$ cat config.mk
export PLATFORM = sky130hd
export DESIGN_NAME = apb_completer_flat
export DESIGN_NICKNAME = d
export VERILOG_FILES = /design/src/rtl/apb_completer_pkg.sv /design/src/rtl/apb_completer_if.sv /design/src/rtl/apb_completer_regfile.sv /design/src/rtl/apb_completer.sv /design/src/flat_wrapper.sv
export SDC_FILE = /design/constraint.sdc
export NUM_CORES = 1
export LEC_CHECK = 0
export CORE_MARGIN = 2
export CORE_UTILIZATION = 44
export CTS_BUF_LIST = sky130_fd_sc_hd__clkbuf_2 sky130_fd_sc_hd__clkbuf_4 sky130_fd_sc_hd__clkbuf_8
export CTS_CLUSTER_DIAMETER = 50
export DETAILED_ROUTE_END_ITERATION = 8
export DONT_BUFFER_PORTS = 1
export PLACE_DENSITY = 0.64
export SLEW_MARGIN = 25
export SYNTH_ARGS = -nofsm -noshare
export SYNTH_HDL_FRONTEND = slang
export SYNTH_SLANG_ARGS = --single-unit
$ cat constraint.sdc
create_clock -name PCLK -period 5.85 [get_ports PCLK]
set_clock_uncertainty 0.2 [all_clocks]
set_input_delay 0.2925 -clock PCLK [delete_from_list [all_inputs] [get_ports PCLK]]
set_output_delay 0.2925 -clock PCLK [all_outputs]
set_load 0.01 [all_outputs]
$ cat src/rtl/apb_completer_pkg.sv
// Shared definitions for the APB completer.
//   state_e       : one-hot FSM encoding, matching the requester bridge
//   ApbAddrWidth  : default APB address width
//   ApbDataWidth  : default APB data width
//   CntWidth      : wait-state counter width (0..15 wait states)
package apb_completer_pkg;

  localparam int unsigned ApbAddrWidth = 8;
  localparam int unsigned ApbDataWidth = 8;
  localparam int unsigned CntWidth     = 4;

  typedef enum logic [1:0] {
    StIdle   = 2'b01,
    StAccess = 2'b10
  } state_e;

endpackage

$ cat src/rtl/apb_completer_if.sv
// APB bus bundle between a requester (master) and a completer (slave).
//   psel, penable, paddr, pwrite, pwdata : requester -> completer
//   prdata, pready, pslverr              : completer -> requester
interface apb_completer_if #(
  parameter int unsigned ADDR_WIDTH = 8,
  parameter int unsigned DATA_WIDTH = 8
);

  logic                  psel;
  logic                  penable;
  logic [ADDR_WIDTH-1:0] paddr;
  logic                  pwrite;
  logic [DATA_WIDTH-1:0] pwdata;
  logic [DATA_WIDTH-1:0] prdata;
  logic                  pready;
  logic                  pslverr;

  modport master (
    output psel, penable, paddr, pwrite, pwdata,
    input  prdata, pready, pslverr
  );

  modport slave (
    input  psel, penable, paddr, pwrite, pwdata,
    output prdata, pready, pslverr
  );

endinterface

$ cat src/rtl/apb_completer_regfile.sv
// Register array for the APB completer.
//   clk_i, rst_i     : clock, asynchronous active-high reset
//   we_i/waddr_i/wdata_i : single write port
//   raddr_i/rdata_o  : combinational read port; out-of-range reads return 0
// Register 0 is hardwired to ID_VALUE and has no storage.
module apb_completer_regfile
  import apb_completer_pkg::*;
#(
  parameter int unsigned          ADDR_WIDTH = ApbAddrWidth,
  parameter int unsigned          DATA_WIDTH = ApbDataWidth,
  parameter int unsigned          NUM_REGS   = 16,
  parameter logic [DATA_WIDTH-1:0] ID_VALUE  = 8'hA5
) (
  input  logic                  clk_i,
  input  logic                  rst_i,
  input  logic                  we_i,
  input  logic [ADDR_WIDTH-1:0] waddr_i,
  input  logic [DATA_WIDTH-1:0] wdata_i,
  input  logic [ADDR_WIDTH-1:0] raddr_i,
  output logic [DATA_WIDTH-1:0] rdata_o
);

  logic [DATA_WIDTH-1:0] regs_q [1:NUM_REGS-1];
  logic [DATA_WIDTH-1:0] regs_d [1:NUM_REGS-1];

  // Full-width address compares: no aliasing above NUM_REGS-1.
  always_comb begin
    regs_d = regs_q;
    for (int i = 1; i < NUM_REGS; i++) begin
      if (we_i && (waddr_i == ADDR_WIDTH'(i))) regs_d[i] = wdata_i;
    end
  end

  always_ff @(posedge clk_i or posedge rst_i) begin
    if (rst_i) begin
      for (int i = 1; i < NUM_REGS; i++) regs_q[i] <= '0;
    end else begin
      regs_q <= regs_d;
    end
  end

  always_comb begin
    rdata_o = '0;
    if (raddr_i == '0) rdata_o = ID_VALUE;
    for (int i = 1; i < NUM_REGS; i++) begin
      if (raddr_i == ADDR_WIDTH'(i)) rdata_o = regs_q[i];
    end
  end

endmodule

$ cat src/rtl/apb_completer.sv
// APB completer with a small register file and programmable wait states.
//   PCLK, PRESET : clock, asynchronous active-high reset
//   apb          : APB slave bundle (select/enable/address/data/ready/error)
//   wr_strobe    : one-cycle pulse after a write commits
//   wr_addr      : address of the committed write, valid with wr_strobe
// Errors: address >= NUM_REGS, or a write to the read-only ID register 0.
module apb_completer
  import apb_completer_pkg::*;
#(
  parameter int unsigned           ADDR_WIDTH  = ApbAddrWidth,
  parameter int unsigned           DATA_WIDTH  = ApbDataWidth,
  parameter int unsigned           NUM_REGS    = 16,
  parameter int unsigned           WAIT_STATES = 0,
  parameter logic [DATA_WIDTH-1:0] ID_VALUE    = 8'hA5
) (
  input  logic                  PCLK,
  input  logic                  PRESET,
  apb_completer_if.slave        apb,
  output logic                  wr_strobe,
  output logic [ADDR_WIDTH-1:0] wr_addr
);

  localparam logic [ADDR_WIDTH:0] NumRegsExt = (ADDR_WIDTH + 1)'(NUM_REGS);

  state_e                state_q, state_d;
  logic [CntWidth-1:0]   cnt_q, cnt_d;
  logic [ADDR_WIDTH-1:0] addr_q, addr_d;
  logic [DATA_WIDTH-1:0] wdata_q, wdata_d;
  logic                  write_q, write_d;
  logic                  err_q, err_d;
  logic [DATA_WIDTH-1:0] prdata_q, prdata_d;
  logic                  wr_strobe_q, wr_strobe_d;
  logic [ADDR_WIDTH-1:0] wr_addr_q, wr_addr_d;

  logic                  pready;
  logic                  setup;
  logic                  commit;
  logic                  err_setup;
  logic [DATA_WIDTH-1:0] rf_rdata;

  // Ready depends only on registered state, never on the bus inputs.
  assign pready    = (state_q == StAccess) && (cnt_q == '0);
  assign setup     = (state_q == StIdle) && apb.psel && !apb.penable;
  assign err_setup = ({1'b0, apb.paddr} >= NumRegsExt) || (apb.pwrite && (apb.paddr == '0));
  assign commit    = pready && apb.psel && apb.penable && write_q && !err_q;

  always_comb begin
    state_d     = state_q;
    cnt_d       = cnt_q;
    addr_d      = addr_q;
    wdata_d     = wdata_q;
    write_d     = write_q;
    err_d       = err_q;
    prdata_d    = prdata_q;
    wr_strobe_d = 1'b0;
    wr_addr_d   = wr_addr_q;
    unique case (state_q)
      StIdle: begin
        // ENABLE without a preceding SETUP is ignored here.
        if (setup) begin
          addr_d   = apb.paddr;
          wdata_d  = apb.pwdata;
          write_d  = apb.pwrite;
          err_d    = err_setup;
          cnt_d    = CntWidth'(WAIT_STATES);
          prdata_d = (!apb.pwrite && !err_setup) ? rf_rdata : '0;
          state_d  = StAccess;
        end
      end
      StAccess: begin
        if (!apb.psel) begin
          state_d = StIdle;  // requester abort, nothing commits
        end else if (cnt_q != '0) begin
          cnt_d = cnt_q - 1'b1;
        end else if (apb.penable) begin
          state_d     = StIdle;
          wr_strobe_d = commit;
          if (commit) wr_addr_d = addr_q;
        end
      end
      default: state_d = StIdle;
    endcase
  end

  always_ff @(posedge PCLK or posedge PRESET) begin
    if (PRESET) begin
      state_q     <= StIdle;
      cnt_q       <= '0;
      addr_q      <= '0;
      wdata_q     <= '0;
      write_q     <= 1'b0;
      err_q       <= 1'b0;
      prdata_q    <= '0;
      wr_strobe_q <= 1'b0;
      wr_addr_q   <= '0;
    end else begin
      state_q     <= state_d;
      cnt_q       <= cnt_d;
      addr_q      <= addr_d;
      wdata_q     <= wdata_d;
      write_q     <= write_d;
      err_q       <= err_d;
      prdata_q    <= prdata_d;
      wr_strobe_q <= wr_strobe_d;
      wr_addr_q   <= wr_addr_d;
    end
  end

  apb_completer_regfile #(
    .ADDR_WIDTH (ADDR_WIDTH),
    .DATA_WIDTH (DATA_WIDTH),
    .NUM_REGS   (NUM_REGS),
    .ID_VALUE   (ID_VALUE)
  ) u_regfile (
    .clk_i   (PCLK),
    .rst_i   (PRESET),
    .we_i    (commit),
    .waddr_i (addr_q),
    .wdata_i (wdata_q),
    .raddr_i (apb.paddr),
    .rdata_o (rf_rdata)
  );

  assign apb.prdata  = prdata_q;
  assign apb.pready  = pready;
  assign apb.pslverr = pready && err_q;
  assign wr_strobe   = wr_strobe_q;
  assign wr_addr     = wr_addr_q;

endmodule

$ cat src/flat_wrapper.sv
// flat-port wrapper written by rule: the top's interface ports become plain ports
module apb_completer_flat import apb_completer_pkg::*;
#(
  parameter int unsigned           ADDR_WIDTH  = ApbAddrWidth,
  parameter int unsigned           DATA_WIDTH  = ApbDataWidth,
  parameter int unsigned           NUM_REGS    = 16,
  parameter int unsigned           WAIT_STATES = 0,
  parameter logic [DATA_WIDTH-1:0] ID_VALUE    = 8'hA5
)
  (PCLK, PRESET, wr_strobe, wr_addr, apb_psel, apb_penable, apb_paddr, apb_pwrite, apb_pwdata, apb_prdata, apb_pready, apb_pslverr);
  apb_completer_if #(.ADDR_WIDTH(ADDR_WIDTH), .DATA_WIDTH(DATA_WIDTH)) apb_i ();
  input  logic PCLK;
  input  logic PRESET;
  output logic wr_strobe;
  output logic [ADDR_WIDTH-1:0] wr_addr;
  input wire logic [$bits(apb_i.psel)-1:0] apb_psel;
  input wire logic [$bits(apb_i.penable)-1:0] apb_penable;
  input wire logic [$bits(apb_i.paddr)-1:0] apb_paddr;
  input wire logic [$bits(apb_i.pwrite)-1:0] apb_pwrite;
  input wire logic [$bits(apb_i.pwdata)-1:0] apb_pwdata;
  output wire logic [$bits(apb_i.prdata)-1:0] apb_prdata;
  output wire logic [$bits(apb_i.pready)-1:0] apb_pready;
  output wire logic [$bits(apb_i.pslverr)-1:0] apb_pslverr;
  assign apb_i.psel = apb_psel;
  assign apb_i.penable = apb_penable;
  assign apb_i.paddr = apb_paddr;
  assign apb_i.pwrite = apb_pwrite;
  assign apb_i.pwdata = apb_pwdata;
  assign apb_prdata = apb_i.prdata;
  assign apb_pready = apb_i.pready;
  assign apb_pslverr = apb_i.pslverr;
  apb_completer #(.ADDR_WIDTH(ADDR_WIDTH), .DATA_WIDTH(DATA_WIDTH), .NUM_REGS(NUM_REGS), .WAIT_STATES(WAIT_STATES), .ID_VALUE(ID_VALUE)) u_core (.PCLK(PCLK), .PRESET(PRESET), .apb(apb_i), .wr_strobe(wr_strobe), .wr_addr(wr_addr));
endmodule
Word level (Yosys, flattened, before mapping)
Index checks and enable logic that the tools add are counted.
W data, S select, Z words.
{ "classes": {"n_addsub": 1, "n_mul": 0, "n_div": 0, "n_lt_le_gt_ge": 1, "n_eq_ne": 37, "n_shift": 0, "n_mux": 30, "bitwise": 1, "reduce_logical": 38} }
{ "op_table": {"columns": ["operator", "n"], "rows": [
  ["$mux W8", 17],
  ["$eq A8 B4 Y1 const B", 16],
  ["$eq A8 B3 Y1 const B", 8],
  ["$eq A8 B2 Y1 const B", 4],
  ["$logic_and A1 B1 Y1", 25],
  ["$eq A8 B1 Y1 const B", 2],
  ["$mux W4", 3],
  ["$ge A8 B5 Y1 const B", 1],
  ["$logic_not A8 Y1", 1],
  ["$mux W2", 4],
  ["$pmux W4 S2", 1],
  ["$ne A3 B3 Y1 const B", 2],
  ["$reduce_and A5 Y1", 1],
  ["$logic_not A1 Y1", 4],
  ["$logic_not A4 Y1", 1],
  ["$mux W1", 4],
  ["$ne A2 B2 Y1 const B", 2],
  ["$pmux W2 S2", 1],
  ["$reduce_and A4 Y1", 1],
  ["$reduce_bool A4 Y1", 1],
  ["$sub A4 B1 Y4 const B", 1],
  ["$reduce_and A3 Y1", 1],
  ["$eq A2 B1 Y1 const B", 1],
  ["$eq A2 B2 Y1 const B", 1],
  ["other kinds (5)", 5]
]} }
{ "word_totals": {"ff_bits": 161, "latch_bits": 0, "ram_bits": 0, "romBits": 0, "input_bits": 21, "mem_count": 0} }

Longest topological paths before layout
{ "logic_depth": {"word_depth": 18, "mapped_depth": 8} }

Hierarchy
Synthesis repeated with hierarchy kept, for this count alone.
{ "hier_totals": {"cells_unflattened": 632, "hier_area_um2": 7622.3} }
{ "by_module_without_submodules": {"columns": ["mod", "n_inst", "cells_per_inst", "area_each_um2", "seq_area_each_um2"], "rows": [
  ["apb_completer_regfile", 1, 469, 5875.6, 3002.9],
  ["apb_completer", 1, 163, 1746.7, 1027.2]
]} }

Worst setup path before layout
No wires, ideal clock.
{ "synth_path": {"path_type": "reg-to-reg", "start": "register u_core.cnt_q[0]", "end": "register u_core.u_regfile.regs_q[64] (netlist bit)", "arrival_time_ns": 2.163, "slack_ns": 3.362, "stages_incl_launch_ff": 9, "cell_sequence": "dfrtp_1 > inv_1 > ha_1 > or3b_1 > buf_2 > nor4_4 > nand2_1 > nor3_4 > mux2_2"} }
{ "synth_between": {"elab_chain_cells": 7} }
{ "synth_rtl": {"columns": ["item", "line_no", "source"], "rows": [
  ["start: declaration", "apb_completer.sv:26", "logic [CntWidth-1:0] cnt_q, cnt_d;"],
  ["start signal: assignment", "apb_completer.sv:98", "cnt_q <= cnt_d;"],
  ["$logic_not A4 Y1", "apb_completer.sv:42", "assign pready = (state_q == StAccess) && (cnt_q == '0);"],
  ["$logic_and A1 B1 Y1", "apb_completer.sv:42", null],
  ["$logic_and A1 B1 Y1 (4 in series)", "apb_completer.sv:45", "assign commit = pready && apb.psel && apb.penable && write_q && !err_q;"],
  ["$logic_and A1 B1 Y1", "apb_completer_regfile.sv:30", "if (we_i && (waddr_i == ADDR_WIDTH'(i))) regs_d[i] = wdata_i;"],
  ["end signal: assignment", "apb_completer_regfile.sv:38", "regs_q <= regs_d;"],
  ["end: declaration", "apb_completer_regfile.sv:23", "logic [DATA_WIDTH-1:0] regs_q [1:NUM_REGS-1];"]
]} }
No other way between the ends.
A chain may end at the register's enable or synchronous reset.

Worst setup path in the final report
{ "layout_path": {"start": "register u_core.cnt_q[0]", "end": "register u_core.u_regfile.regs_q[65] (netlist bit)"} }
Same word-level chain as after synthesis.

==> key figures <==
Synth
  • Synth top area cells: dfrtp_1, mux2_2, nand2_1, mux2i_1, nand3_4
  • Synth warn: 0
  • Synth Cell Area: 7780 sq um
  • Sequential cell area fraction in the yosys report: between 50 and 60%
  • Number of enable flip-flop cells after synthesis: 0
  • Synth cell types: 67
  • Main flop type after synthesis: dfrtp_1
  • Syn Nets: ~680
  • Cell with the most instances after synthesis: dfrtp_1
  • Share of the synthesized area in the top cell type: 51.4%
  • Area leader, netlist: dfrtp_1
  • Synth top cells by count: dfrtp_1, mux2_2, nand2_1, nor2_1, clkbuf_1
  • Synth Instances: 655
  • Fraction of registers with async set/reset: 100%
  • Seq cells post-synth: 161
  • Synthesized area per cell: 11.9 sq um

Placement
  • IO buf count: 0
  • RD Place Congestion: 0.831
  • Detailed placement HPWL: 12.6 mm

Clock tree
  • Post-CTS Resized: 0
  • CTS tree: yes
  • Post-CTS Setup Repair Bufs: 0
  • # clock sinks: roughly 160
  • CTS Buf Count: 17
  • CTS H-tree depth: 4
  • Hold_buf cts: 21
  • Worst-Skew Late Latency: ~0.47 ns
  • CTS max path bufs: 2
  • Clk root buf: clkbuf_8
  • Clock transition at the registers of the reported paths: 0.08 ns

Global route
  • Vias in the first global route: between 5000 and 6000
  • Largest net degree at the start of global routing: 101
  • Initial antenna violation count: 0
  • Grt total ovfl: 0
  • GRT Util Overall: 22.9%
  • First-pass GRT wire length: 32.1 mm

Cells and area
  • # diodes: 0
  • Final net count: 676
  • Layout cells sized above 1: 29.5%
  • Area grow syn2layout: 11.1%
  • Post-layout util: between 40% and 50%

Die
  • Die area: 18800 sq um
  • Core Region: 17300 sq um
  • I/O pin cnt: 40
  • Die height: 137 um
  • Starting Density: 45.0%
  • Die span in x: 137 um
  • Std-Cell Rows: 48

Power
  • Max VDD drop: 0.150 mV
  • PwrDens: 282 nW/um^2
  • Leakage power: 4.02 nW

Timing
  • Unrepaired setup endpoints after global routing: false
  • Slew Viols, Final: 0
  • Tmin final: 3.35 ns
  • Endpoints failing hold: 0
  • Highest clock rate: 0.298 GHz
  • Post-Route Setup TNS: 0 ns
  • Tcrit/Tclk final: a little under three fifths
  • Least-Margin Pin Slew: 0.900 ns
  • Worst slew margin: 40.0%
  • Setup violations, final: 0

Detailed routing
  • Routed Antenna Nets: 0
  • Wire length on met3: 1.10 mm
  • DRT met1 WL: around 8.8 mm
  • Total number of vias: 5431
  • Max layer used: met4
  • DRC viols: 0
  • Vias per inst: a little over 6
  • Drt total wl: 20.0 mm
  • 1st-pass router iterations: 5
  • DR WL met2: 9.68 mm
  • DR WL/cell: 22.4 um
  • Initial drt markers: about 580

Min path
  • Hold crit path type: input pin to flip-flop
  • HP Start: apb_penable

Setup path
  • Kind of critical path: flip-flop to flip-flop
  • CP max FO: 8
  • Launch point of the worst path: u_core.cnt_q[0]$_DFFE_PP0P_
  • Critical Path AT: 3.51 ns
  • R2r startpoint: u_core.cnt_q[0]$_DFFE_PP0P_
  • CP Capture Type: flip-flop
  • Critical path startpoint category: flip-flop
  • Required time of the critical path: 6.01 ns

Job
  • Maxcap violations: 0

Outcome
  • Status: finished, final reports clean
-- sequential cells by signal, summed over array words and instances (netlist names) --
register	flops
u_core.u_regfile.regs_q	120
u_core.addr_q	8
u_core.apb.prdata	8
u_core.wdata_q	8
u_core.wr_addr	8
u_core.cnt_q	4
u_core.state_q	2
u_core.err_q	1
u_core.wr_strobe	1
u_core.write_q	1
-- final cells by class --
class	count	area, sq um
Fill cell	1537	8650
Sequential cell	161	4030
Multi-Input combinational cell	440	3550
Tap cell	225	282
Clock buffer	21	270
Timing Repair Buffer	26	248
Clock inverter	11	233
Inverter	8	35.0
-- critical path, stage by stage, from the launching register on --
cell and delay (ns):
dfrtp_1 0.42, inv_1 0.08, ha_1 0.15, or3b_1 0.49, nor4_4 0.66, buf_4 0.36
nand2_1 0.12, nor3_4 0.37, mux2_2 0.38
-- through the flow --
step	worst slack (ns)	total power, W	hold WS (ns)	std cells	cell area [sq um]
final	2.50	0.00244	0.0206	892	8640
after detailed placement	2.51	0.00142	0.203	839	7930
after global routing	2.34	0.00253	0.0102	892	8640
after floorplan	1.01	0.00137	0.190	655	7780
after CTS	2.49	0.00245	0.00168	892	8640
after global placement	2.62	0.00141	0.196	839	7930
-- power by group --
group          switching [W]  total (W)  internal (W)
clock               0.000404    0.00102      0.000617
sequential         0.0000928    0.00124       0.00115
combinational       0.000117   0.000179     0.0000615
-- worst paths after layout --
path | end | slack [ns] | cells after the start
max in group asynchronous | u_core.u_regfile.regs_q[25]$_DFFE_PP0P_ | 3.79 | 3
max reg2reg | u_core.u_regfile.regs_q[65]$_DFFE_PP0P_ | 2.50 | 8
max | u_core.u_regfile.regs_q[65]$_DFFE_PP0P_ | 2.50 | 8
min | u_core.cnt_q[2]$_DFFE_PP0P_ | 0.02 | 3
min reg2reg | u_core.u_regfile.regs_q[104]$_DFFE_PP0P_ | 0.30 | 1
min in group asynchronous | u_core.cnt_q[2]$_DFFE_PP0P_ | 0.31 | 2
-- cells by family (layout without fill, tap and decap cells) --
group                      Yosys count  after routing  synth area share [%]
buffers and inverters               54             66                  2.85
muxes                              154            154                  22.3
adders and majority gates            1              1                 0.161
and+or+nand+nor                    179            179                  13.3
AOI/OAI and AO/OA                  104            104                  9.34
DFF                                161            161                  51.8
xor gates and xnor gates             2              2                 0.225
-- layer usage --
layer | GRT usage, % | vias up
met4 | 6.82 | 0
met1 | 31.0 | 2850
met5 | 0 | -
met2 | 36.7 | 168
met3 | 5.48 | 35
li1 | - | 2378
-- cell usage in the layout (no fill, tap or decap), types with 3 or more instances in the layout --
master	count
a211oi_1	5
a21oi_1	18
a22oi_1	7
a31oi_1	4
and2_1	4
and4_1	3
buf_4	5
bufinv_16	7
clkbuf_4	3
clkbuf_8	18
clkinv_2	3
dfrtp_1	160
dlygate4sd3_1	21
inv_1	7
mux2_2	137
mux2i_1	14
nand2_1	70
nand2b_1	10
nand3_1	6
nand3_4	8
nor2_1	29
nor2b_1	17
nor3_1	10
nor4_1	5
o211ai_1	7
o21ai_0	14
o221ai_1	3
o22ai_1	11
o31ai_1	3
o32ai_1	5
or4_1	3
Note: power is estimated with default switching activity, not from simulation.
